$ cat src/rtl/elastic_io_wrapper.sv
`timescale 1ns/1ps
// Elastic wrapper around a one-argument kernel: registered FWFT input and output FIFOs.
// Kernel issue is throttled by output-FIFO credits, so every returned result has a slot.
module elastic_io_wrapper #(
    parameter int unsigned WIDTH     = 10,
    parameter int unsigned IN_DEPTH  = 2,
    parameter int unsigned OUT_DEPTH = 2
) (
    input  logic                           clk,
    input  logic                           rst,
    input  logic [WIDTH-1:0]               arg0,
    input  logic                           arg0_valid,
    output logic                           arg0_ready,
    output logic [WIDTH-1:0]               k_arg0,
    output logic                           k_arg0_valid,
    input  logic                           k_arg0_ready,
    input  logic [WIDTH-1:0]               k_out0,
    input  logic                           k_out0_valid,
    output logic                           k_out0_ready,
    output logic [WIDTH-1:0]               out0,
    output logic                           out0_valid,
    input  logic                           out0_ready,
    output logic [$clog2(OUT_DEPTH+1)-1:0] inflight,
    output logic                           proto_err
);
    localparam int unsigned IPW = (IN_DEPTH  > 1) ? $clog2(IN_DEPTH)  : 1;
    localparam int unsigned OPW = (OUT_DEPTH > 1) ? $clog2(OUT_DEPTH) : 1;
    localparam int unsigned ICW = $clog2(IN_DEPTH + 1);
    localparam int unsigned OCW = $clog2(OUT_DEPTH + 1);

    // Storage is rounded up to a power of two so pointer width always matches the index.
    logic [WIDTH-1:0] r_in_mem  [2**IPW];
    logic [WIDTH-1:0] r_out_mem [2**OPW];
    logic [IPW-1:0]   r_in_wr, r_in_rd;
    logic [OPW-1:0]   r_out_wr, r_out_rd;
    logic [ICW-1:0]   r_in_cnt;
    logic [OCW-1:0]   r_out_cnt;
    logic [OCW-1:0]   r_inflight;
    logic             r_proto_err;

    logic w_in_full, w_in_empty, w_out_full, w_out_empty, w_credit;
    logic w_in_push, w_in_pop, w_out_push, w_out_pop, w_stray;

    function automatic logic [IPW-1:0] in_next(input logic [IPW-1:0] p);
        return (p == IPW'(IN_DEPTH - 1)) ? '0 : p + 1'b1;
    endfunction

    function automatic logic [OPW-1:0] out_next(input logic [OPW-1:0] p);
        return (p == OPW'(OUT_DEPTH - 1)) ? '0 : p + 1'b1;
    endfunction

    always_comb begin
        w_in_full   = (r_in_cnt == ICW'(IN_DEPTH));
        w_in_empty  = (r_in_cnt == '0);
        w_out_full  = (r_out_cnt == OCW'(OUT_DEPTH));
        w_out_empty = (r_out_cnt == '0);
        // Results still owed by the kernel reserve output slots just like stored results.
        w_credit    = (({1'b0, r_inflight} + {1'b0, r_out_cnt}) < (OCW+1)'(OUT_DEPTH));

        arg0_ready   = !rst && !w_in_full;
        k_arg0       = r_in_mem[r_in_rd];
        k_arg0_valid = !w_in_empty && w_credit;
        k_out0_ready = !rst && !w_out_full;
        out0         = r_out_mem[r_out_rd];
        out0_valid   = !w_out_empty;
        inflight     = r_inflight;
        proto_err    = r_proto_err;

        w_in_push  = arg0_valid && arg0_ready;
        w_in_pop   = k_arg0_valid && k_arg0_ready;
        w_stray    = k_out0_valid && (r_inflight == '0);
        w_out_push = k_out0_valid && k_out0_ready && !w_stray;
        w_out_pop  = out0_valid && out0_ready;
    end

    always_ff @(posedge clk) begin
        if (w_in_push) begin
            r_in_mem[r_in_wr] <= arg0;
        end
        if (w_out_push) begin
            r_out_mem[r_out_wr] <= k_out0;
        end
    end

    always_ff @(posedge clk or posedge rst) begin
        if (rst) begin
            r_in_wr     <= '0;
            r_in_rd     <= '0;
            r_in_cnt    <= '0;
            r_out_wr    <= '0;
            r_out_rd    <= '0;
            r_out_cnt   <= '0;
            r_inflight  <= '0;
            r_proto_err <= 1'b0;
        end else begin
            if (w_in_push) r_in_wr <= in_next(r_in_wr);
            if (w_in_pop)  r_in_rd <= in_next(r_in_rd);
            if (w_in_push && !w_in_pop)      r_in_cnt <= r_in_cnt + 1'b1;
            else if (!w_in_push && w_in_pop) r_in_cnt <= r_in_cnt - 1'b1;

            if (w_out_push) r_out_wr <= out_next(r_out_wr);
            if (w_out_pop)  r_out_rd <= out_next(r_out_rd);
            if (w_out_push && !w_out_pop)      r_out_cnt <= r_out_cnt + 1'b1;
            else if (!w_out_push && w_out_pop) r_out_cnt <= r_out_cnt - 1'b1;

            if (w_in_pop && !w_out_push)      r_inflight <= r_inflight + 1'b1;
            else if (!w_in_pop && w_out_push) r_inflight <= r_inflight - 1'b1;

            if (w_stray) r_proto_err <= 1'b1;
        end
    end
endmodule

$ cat config.mk
export PLATFORM = sky130hd
export DESIGN_NAME = elastic_io_wrapper
export DESIGN_NICKNAME = d
export VERILOG_FILES = /design/src/rtl/elastic_io_wrapper.sv
export SDC_FILE = /design/constraint.sdc
export NUM_CORES = 1
export LEC_CHECK = 0
export CAP_MARGIN = 20
export CORE_MARGIN = 10
export CORE_UTILIZATION = 30
export CTS_CLUSTER_SIZE = 10
export DETAILED_ROUTE_END_ITERATION = 8
export HOLD_SLACK_MARGIN = 0.15
export SYNTH_ARGS = -nofsm -noshare
export SYNTH_HDL_FRONTEND = slang
export SYNTH_SLANG_ARGS = --single-unit
$ cat constraint.sdc
create_clock -name clk -period 3.1 [get_ports clk]
set_clock_uncertainty 0.05 [all_clocks]
set_input_delay 0.31 -clock clk [delete_from_list [all_inputs] [get_ports clk]]
set_output_delay 0.31 -clock clk [all_outputs]
set_load 0.05 [all_outputs]
==> reports/results.ini, run 1 <==
[die]
die_width_um = 102
core_area_um2 = 6460
chipHeight_um = 102
placementRows = 29
floorplan.initialDensity_pct = 31.5
die_area_um2 = 10500
pin_count = 53

[cells_and_area]
multi_input_area_um2 = 537
final_net_count = 206
register_area_um2 = 1480
syn_to_final_growth_pct = 35.4
drive_above_1_share_pct = 20.3
finalInstanceArea_um2 = 2760
antenna_cells = 0
fillerInstances = 591
finish.utilization_pct = 42.7

[routing]
route.antenna.remaining_nets = 0
initialDrtViolationCount = 18
route.detailed.vias_per_inst = 4.46
drc_errors = 0
wire_length_per_cell_um = 15.6
detailroute.via_count = 1132
drt_pass1_iterations = 4
route.final.wire_length_um = 3970

[timing]
timing.slew.headroom_pct = 65.5
max_clock_freq_mhz = 360
timing_hold_violations_final = 0
report.final.setup_viol = 0
rsz0062_at_grt = no
hold_ws_ns = 0.436
tightestPinTransition_ns = 0.516
final.period_utilization_pct = 89.5
timing.setup.tns_ns = 0
final.min_clock_period_ns = 2.77
timing.final.max_slew_violations = 0
final.setup.worst_slack_ns = 0.325

[place]
placed_area_um2 = 2670
detailed_place_hpwl_um = 3080
dp_slack_ns = 0.629
io_buffers = 52
finalWeightedCongestion = 0.826

[cts]
cts_tree = built
tritoncts_sinks = 51
clk_root_buffer_cell = sky130_fd_sc_hd__clkbuf_8
post_cts_buffers = 0
h-tree-depth = 2
worstSkewPairLatency_ns = 0.29
postCtsHoldBufs = 0
clk_transition_reported_paths_ns = 0.09
cts_made_buffers = 5
post_cts_resized = 0
clk_buf_depth = 2

[power]
power_per_cell_area_nw_per_um2 = 981
seq_power_share_pct = 38.1
switching_power_mw = 1.12
power.share.clock_pct = 13.1
pwr-share-comb_pct = 48.7
static-leakage-power_nw = 0.992
power_switching_share_pct = 41.4
worst_ir_drop_vdd_uv = 662
internal_power_summed_over_all_cells_mw = 1.58

[worst_setup_path]
worstSetupEndpointType = output pin
crit_required_ns = 2.74
timing.rr.start = inflight[0]
worstSetupStartpointType = register
critical_path_peak_fanout = 6
timing.reg2reg.setup_slack_ns = 0.64
cp-startpoint = inflight[0]
timing.critical_path.buf_inv = 1
cp_cell_sequence = and2_1 -> fa_1 -> nor3_1 -> clkdlybuf4s50_1
critical-path-max-stage-delay_ns = 0.83
critical-path-slowest-cell = sky130_fd_sc_hd__clkdlybuf4s50_1
endpoint = k_arg0_valid
rr_worst_depth = 7
critical_path_depth = 4
arrival_ns = 2.41
worst-setup-path-type = register to output pin
crit_family = buffers and inverters
crit-reg2reg-capture = inflight[1]

[yosys]
synth_seq_area_share_pct = 72.5
synth_fp_nets = 146
yosys_register_bits = 51
mappedNetlistArea_um2 = 2040
yosys.cell_types.count = 25
dominantRegCellSynth = sky130_fd_sc_hd__edfxtp_1
cell_with_the_most_instances_after_synthesis = sky130_fd_sc_hd__edfxtp_1
postSynthCellCount = 116
syn_avg_cell_area_um2 = 17.5
synth-warning-count = 0
synth-edff-count = 40
synth.top_cells.by_area = sky130_fd_sc_hd__edfxtp_1 59%, sky130_fd_sc_hd__dfrtp_1 14%, sky130_fd_sc_hd__mux2_2 11%
synth_top_area_cell = sky130_fd_sc_hd__edfxtp_1
postSynth.asyncResetShare_pct = 21.6
synth_commonest_cells = 40 x sky130_fd_sc_hd__edfxtp_1, 20 x sky130_fd_sc_hd__mux2_2, 11 x sky130_fd_sc_hd__dfrtp_1
netlist.area_leader.share_pct = 59.0

[flow_run]
max_cap_viol_count = 0

[global_route]
first_pass_grt_wire_length_um = 6510
first_global_vias = 1299
antenna_found_initial = 0
grt_overflow = 0
grt_max_degree = 16
gr-usage-all-layers_pct = 7.99

[outcome]
outcome = complete, no violations

[min_path]
worst_hold_path_type = input port to asynchronous set/reset pin

## worst reg2reg max path: stages (launching register included)
cell and delay [ns]:
sky130_fd_sc_hd__dfrtp_1 0.46, sky130_fd_sc_hd__and2_1 0.18, sky130_fd_sc_hd__fa_1 0.45, sky130_fd_sc_hd__or4b_4 0.58, sky130_fd_sc_hd__inv_1 0.08, sky130_fd_sc_hd__ha_1 0.26
sky130_fd_sc_hd__nor2_1 0.16, sky130_fd_sc_hd__xor2_1 0.17
## cells by family after synthesis
| family | count (synthesis) | synth area share, % |
|---|---|---|
| adders and majority gates | 4 | 2.83 |
| buffers and inverters | 7 | 1.41 |
| and+or+nand+nor | 17 | 4.86 |
| xor gates and xnor gates | 13 | 5.96 |
| AOI/OAI and AO/OA | 4 | 1.35 |
| DFF | 51 | 72.5 |
| muxes | 20 | 11.1 |
## layer usage
metal | part of all wire (%) | wire length (um) | vias up | track usage [%]
li1 | - | - | 540 | -
met1 | 38 | 1520 | 562 | 8.14
met2 | 55 | 2190 | 25 | 14.7
met3 | 4.8 | 190 | 5 | 2.50
met4 | 1.9 | 74 | 0 | 3.58
met5 | 0 | 0 | - | 0
## state kept, by name, summed over array words and instances (netlist names)
| name | cells |
|---|---|
| r_in_mem | 20 |
| r_out_mem | 20 |
| inflight | 2 |
| r_in_cnt | 2 |
| r_out_cnt | 2 |
| proto_err | 1 |
| r_in_rd | 1 |
| r_in_wr | 1 |
| r_out_rd | 1 |
| r_out_wr | 1 |
## stage by stage
stage | total power, mW | std cells
2_1_floorplan | 1.97 | 116
3_3_place_gp | 2.36 | 246
3_5_place_dp | 2.39 | 246
4_1_cts | 2.75 | 254
5_1_grt | 2.86 | 254
6_report | 2.70 | 254
## cell usage in the layout, fill, tap and decap left out, types with 2 or more instances in the layout
| cell type | n |
|---|---|
| sky130_fd_sc_hd__clkdlybuf4s50_1 | 52 |
| sky130_fd_sc_hd__edfxtp_1 | 40 |
| sky130_fd_sc_hd__mux2_2 | 20 |
| sky130_fd_sc_hd__dfrtp_1 | 11 |
| sky130_fd_sc_hd__xor2_1 | 6 |
| sky130_fd_sc_hd__xnor2_1 | 6 |
| sky130_fd_sc_hd__nor2_1 | 6 |
| sky130_fd_sc_hd__inv_1 | 5 |
| sky130_fd_sc_hd__clkbuf_8 | 5 |
| sky130_fd_sc_hd__ha_1 | 3 |
| sky130_fd_sc_hd__buf_4 | 3 |
| sky130_fd_sc_hd__and2_1 | 2 |
## final cells by class
| class | instances | share of cell area, % |
|---|---|---|
| Clock buffer | 6 | 2.63 |
| Clock inverter | 2 | 0.454 |
| Inverter | 5 | 0.681 |
| Multi-Input combinational cell | 58 | 19.5 |
| Sequential cell | 51 | 53.6 |
| Tap cell | 77 | 3.50 |
| Timing Repair Buffer | 55 | 19.7 |
## worst min-delay path by stage
stage	from	end	slack [ns]	cells after the start
6_report	rst	r_out_wr	0.44	3
5_1_grt	rst	r_out_wr	0.47	3
4_1_cts	rst	r_out_wr	0.43	3
3_5_place_dp	proto_err	proto_err	0.42	1
3_3_place_gp	proto_err	proto_err	0.40	1
2_1_floorplan	rst	inflight[0]	0.13	1
## power groups by stage
stage	sequential [mW]	combinational, mW	clock, mW
after floorplan	1.02	0.945	0
after global placement	1.04	1.32	0
after detailed placement	1.05	1.33	0
after CTS	1.04	1.34	0.372
after global routing	1.06	1.41	0.397
final	1.03	1.32	0.355
Power figures use the tool's default switching activity.
==> run 2, diff against run 1 <==
--- a/config.mk
+++ b/config.mk
@@ -11,6 +11,7 @@
 export CTS_CLUSTER_SIZE = 10
 export DETAILED_ROUTE_END_ITERATION = 8
 export HOLD_SLACK_MARGIN = 0.15
+export REMOVE_ABC_BUFFERS = 1
 export SYNTH_ARGS = -nofsm -noshare
 export SYNTH_HDL_FRONTEND = slang
 export SYNTH_SLANG_ARGS = --single-unit
==> run 2 against run 1 <==
Flip-flop and latch count is the same. Sequential power is essentially flat. Global-route usage shrank 0.14 points. Via count shrank 3.4%. Core utilization grew 0.35 points. Critical path depth is the same. Routed wire length grew 0.93%. Count of clock-buffer cells in the layout shrank 1. Final cell count is the same. Die area is the same. Critical endpoint unchanged. Largest power group unchanged.
==> reports/results.ini, run 2 (synthesis results as in run 1) <==
[cells_and_area]
mostFrequentLayoutCell = sky130_fd_sc_hd__clkdlybuf4s50_1
multi_input_area_um2 = 537  ; unchanged
antenna_cells = 0  ; unchanged
finalInstanceArea_um2 = 2780  ; +0.82%
register_area_um2 = 1480  ; unchanged
layout_common_cells = 52 x sky130_fd_sc_hd__clkdlybuf4s50_1, 40 x sky130_fd_sc_hd__edfxtp_1, 20 x sky130_fd_sc_hd__mux2_2
post_layout_nonfiller_instances = 254  ; unchanged
final_net_count = 206  ; unchanged
drive_above_1_share_pct = 20.3  ; unchanged
finish.utilization_pct = 43.0  ; +0.35 points
syn_to_final_growth_pct = 36.5
fillerInstances = 604  ; +2.2%
layout_top_registers = r_in_mem x20, r_out_mem x20

[routing]
route.antenna.remaining_nets = 0  ; unchanged
route.detailed.vias_per_inst = 4.31  ; -3.4%
drc_errors = 0  ; unchanged
drt_pass1_iterations = 4  ; unchanged
detailroute.via_count = 1094  ; -3.4%
route.final.wire_length_um = 4010  ; +0.93%
wire_length_per_cell_um = 15.8  ; +0.93%
initialDrtViolationCount = 54  ; +36

[global_route]
gr-usage-all-layers_pct = 7.85  ; -0.14 points
first_global_vias = 1220  ; -6.1%
grt_overflow = 0  ; unchanged
antenna_found_initial = 0  ; unchanged
first_pass_grt_wire_length_um = 6220  ; -4.5%
grt_max_degree = 16  ; unchanged

[cts]
cts_tree = built
worstSkewPairLatency_ns = 0.29  ; about the same
h-tree-depth = 2  ; unchanged
cts_made_buffers = 5  ; unchanged
post_cts_buffers = 0  ; unchanged
clk_root_buffer_cell = sky130_fd_sc_hd__clkbuf_8
postCtsHoldBufs = 0  ; unchanged
tritoncts_sinks = 51  ; unchanged
clk_buf_depth = 2  ; unchanged
clk_transition_reported_paths_ns = 0.08  ; about the same
post_cts_resized = 0  ; unchanged

[worst_setup_path]
rr_worst_depth = 8  ; +1
critical_path_peak_fanout = 6  ; unchanged
worstSetupStartpointType = register
worst-setup-path-type = register to output pin
crit_family = buffers and inverters
cp_cell_sequence = and2_1 -> fa_1 -> nor3_1 -> clkdlybuf4s50_1
timing.reg2reg.setup_slack_ns = 0.68  ; +0.04 ns
critical-path-max-stage-delay_ns = 0.83  ; about the same
arrival_ns = 2.40  ; about the same
crit_required_ns = 2.74  ; about the same
crit-reg2reg-capture = inflight[1]
critical-path-slowest-cell = sky130_fd_sc_hd__clkdlybuf4s50_1
timing.rr.start = inflight[0]
timing.critical_path.buf_inv = 1  ; unchanged
worstSetupEndpointType = output pin

[min_path]
worst_hold_path_type = register to register
hold-path-cell-count = 1
whs_endpoint = proto_err
timing.hold.worst.start = proto_err

[timing]
final.min_clock_period_ns = 2.76  ; -0.0130 ns
timing.setup.tns_ns = 0  ; unchanged
final.period_utilization_pct = 89.1  ; -0.42 points
timing.final.max_slew_violations = 0  ; unchanged
max_clock_freq_mhz = 362  ; +0.47%
hold_ws_ns = 0.409  ; -0.0270 ns
timing.slew.headroom_pct = 64.3  ; -1.2 points
timing_hold_violations_final = 0  ; unchanged
report.final.setup_viol = 0  ; unchanged
rsz0062_at_grt = no
tightestPinTransition_ns = 0.534  ; +0.0181 ns

[power]
switching_power_mw = 1.11  ; -0.58%
power.share.clock_pct = 15.5  ; +2.4 points
seq_power_share_pct = 37.2  ; -0.9 points
power_per_cell_area_nw_per_um2 = 999  ; +1.8%
static-leakage-power_nw = 1.01  ; +1.4%
power_switching_share_pct = 40.2  ; -1.3 points
internal_power_summed_over_all_cells_mw = 1.66  ; +4.9%
worst_ir_drop_vdd_uv = 517  ; -22%
pwr-share-comb_pct = 47.3  ; -1.4 points

[die]
chipHeight_um = 102  ; unchanged
pin_count = 53  ; unchanged
die_width_um = 102  ; unchanged
placementRows = 29  ; unchanged
die_area_um2 = 10500  ; unchanged
floorplan.initialDensity_pct = 31.5  ; unchanged
core_area_um2 = 6460  ; unchanged

[place]
dpl_cells = 246  ; unchanged
io_buffers = 52  ; unchanged
placed_area_um2 = 2670  ; unchanged
finalWeightedCongestion = 0.777  ; -6.0%
detailed_place_hpwl_um = 3150  ; +2.4%

[outcome]
outcome = complete, no violations

[flow_run]
max_cap_viol_count = 0  ; unchanged

[run 2: stage by stage]
step	worst slack [ns]	power, mW
after floorplan	0.304	1.95
after global placement	0.644	2.36
after detailed placement	0.642	2.38
after CTS	0.310	2.82
after global routing	0.210	2.93
final	0.338	2.78
[run 2: area by class of cell]
type	instances	area share (%)
multi-input combinational	58	19.3
sequential	51	53.1
clock buffer	5	2.48
tap	77	3.47
clock inverter	3	1.40
timing repair buffer	55	19.5
inverter	5	0.675
[run 2: worst register-to-register path: cells and delay by family, from the launching register on]
family	cells	cell delay, ns
XOR/XNOR	2	0.28
adder cells (fa/ha/maj)	2	0.60
buffers and inverters	1	0.08
flip-flops	1	0.46
AND/OR/NAND/NOR	3	0.83
[run 2: worst max path at each step]
stage | from | to | depth (start not counted) | slack [ns]
after global routing | inflight[0] | k_arg0_valid | 4 | 0.21
final | inflight[0] | k_arg0_valid | 4 | 0.34
after floorplan | inflight[0] | k_arg0_valid | 3 | 0.30
after CTS | inflight[0] | k_arg0_valid | 4 | 0.31
after global placement | r_out_cnt[0] | k_arg0_valid | 4 | 0.64
after detailed placement | inflight[0] | k_arg0_valid | 4 | 0.64
[run 2: power groups by stage]
stage	Sequential, mW	Clock, mW	Combinational [mW]
floorplan	1.06	0	0.897
global placement	1.04	0	1.32
detailed placement	1.05	0	1.33
CTS	1.04	0.446	1.34
global route	1.06	0.469	1.41
finish	1.03	0.430	1.31
[run 2: routing by layer]
metal	vias up	wire length [um]	global-route usage (%)
met3	4	200	2.29
met1	531	1400	7.57
met2	21	2350	14.9
li1	538	-	-
met5	-	0	0
met4	0	61	3.90
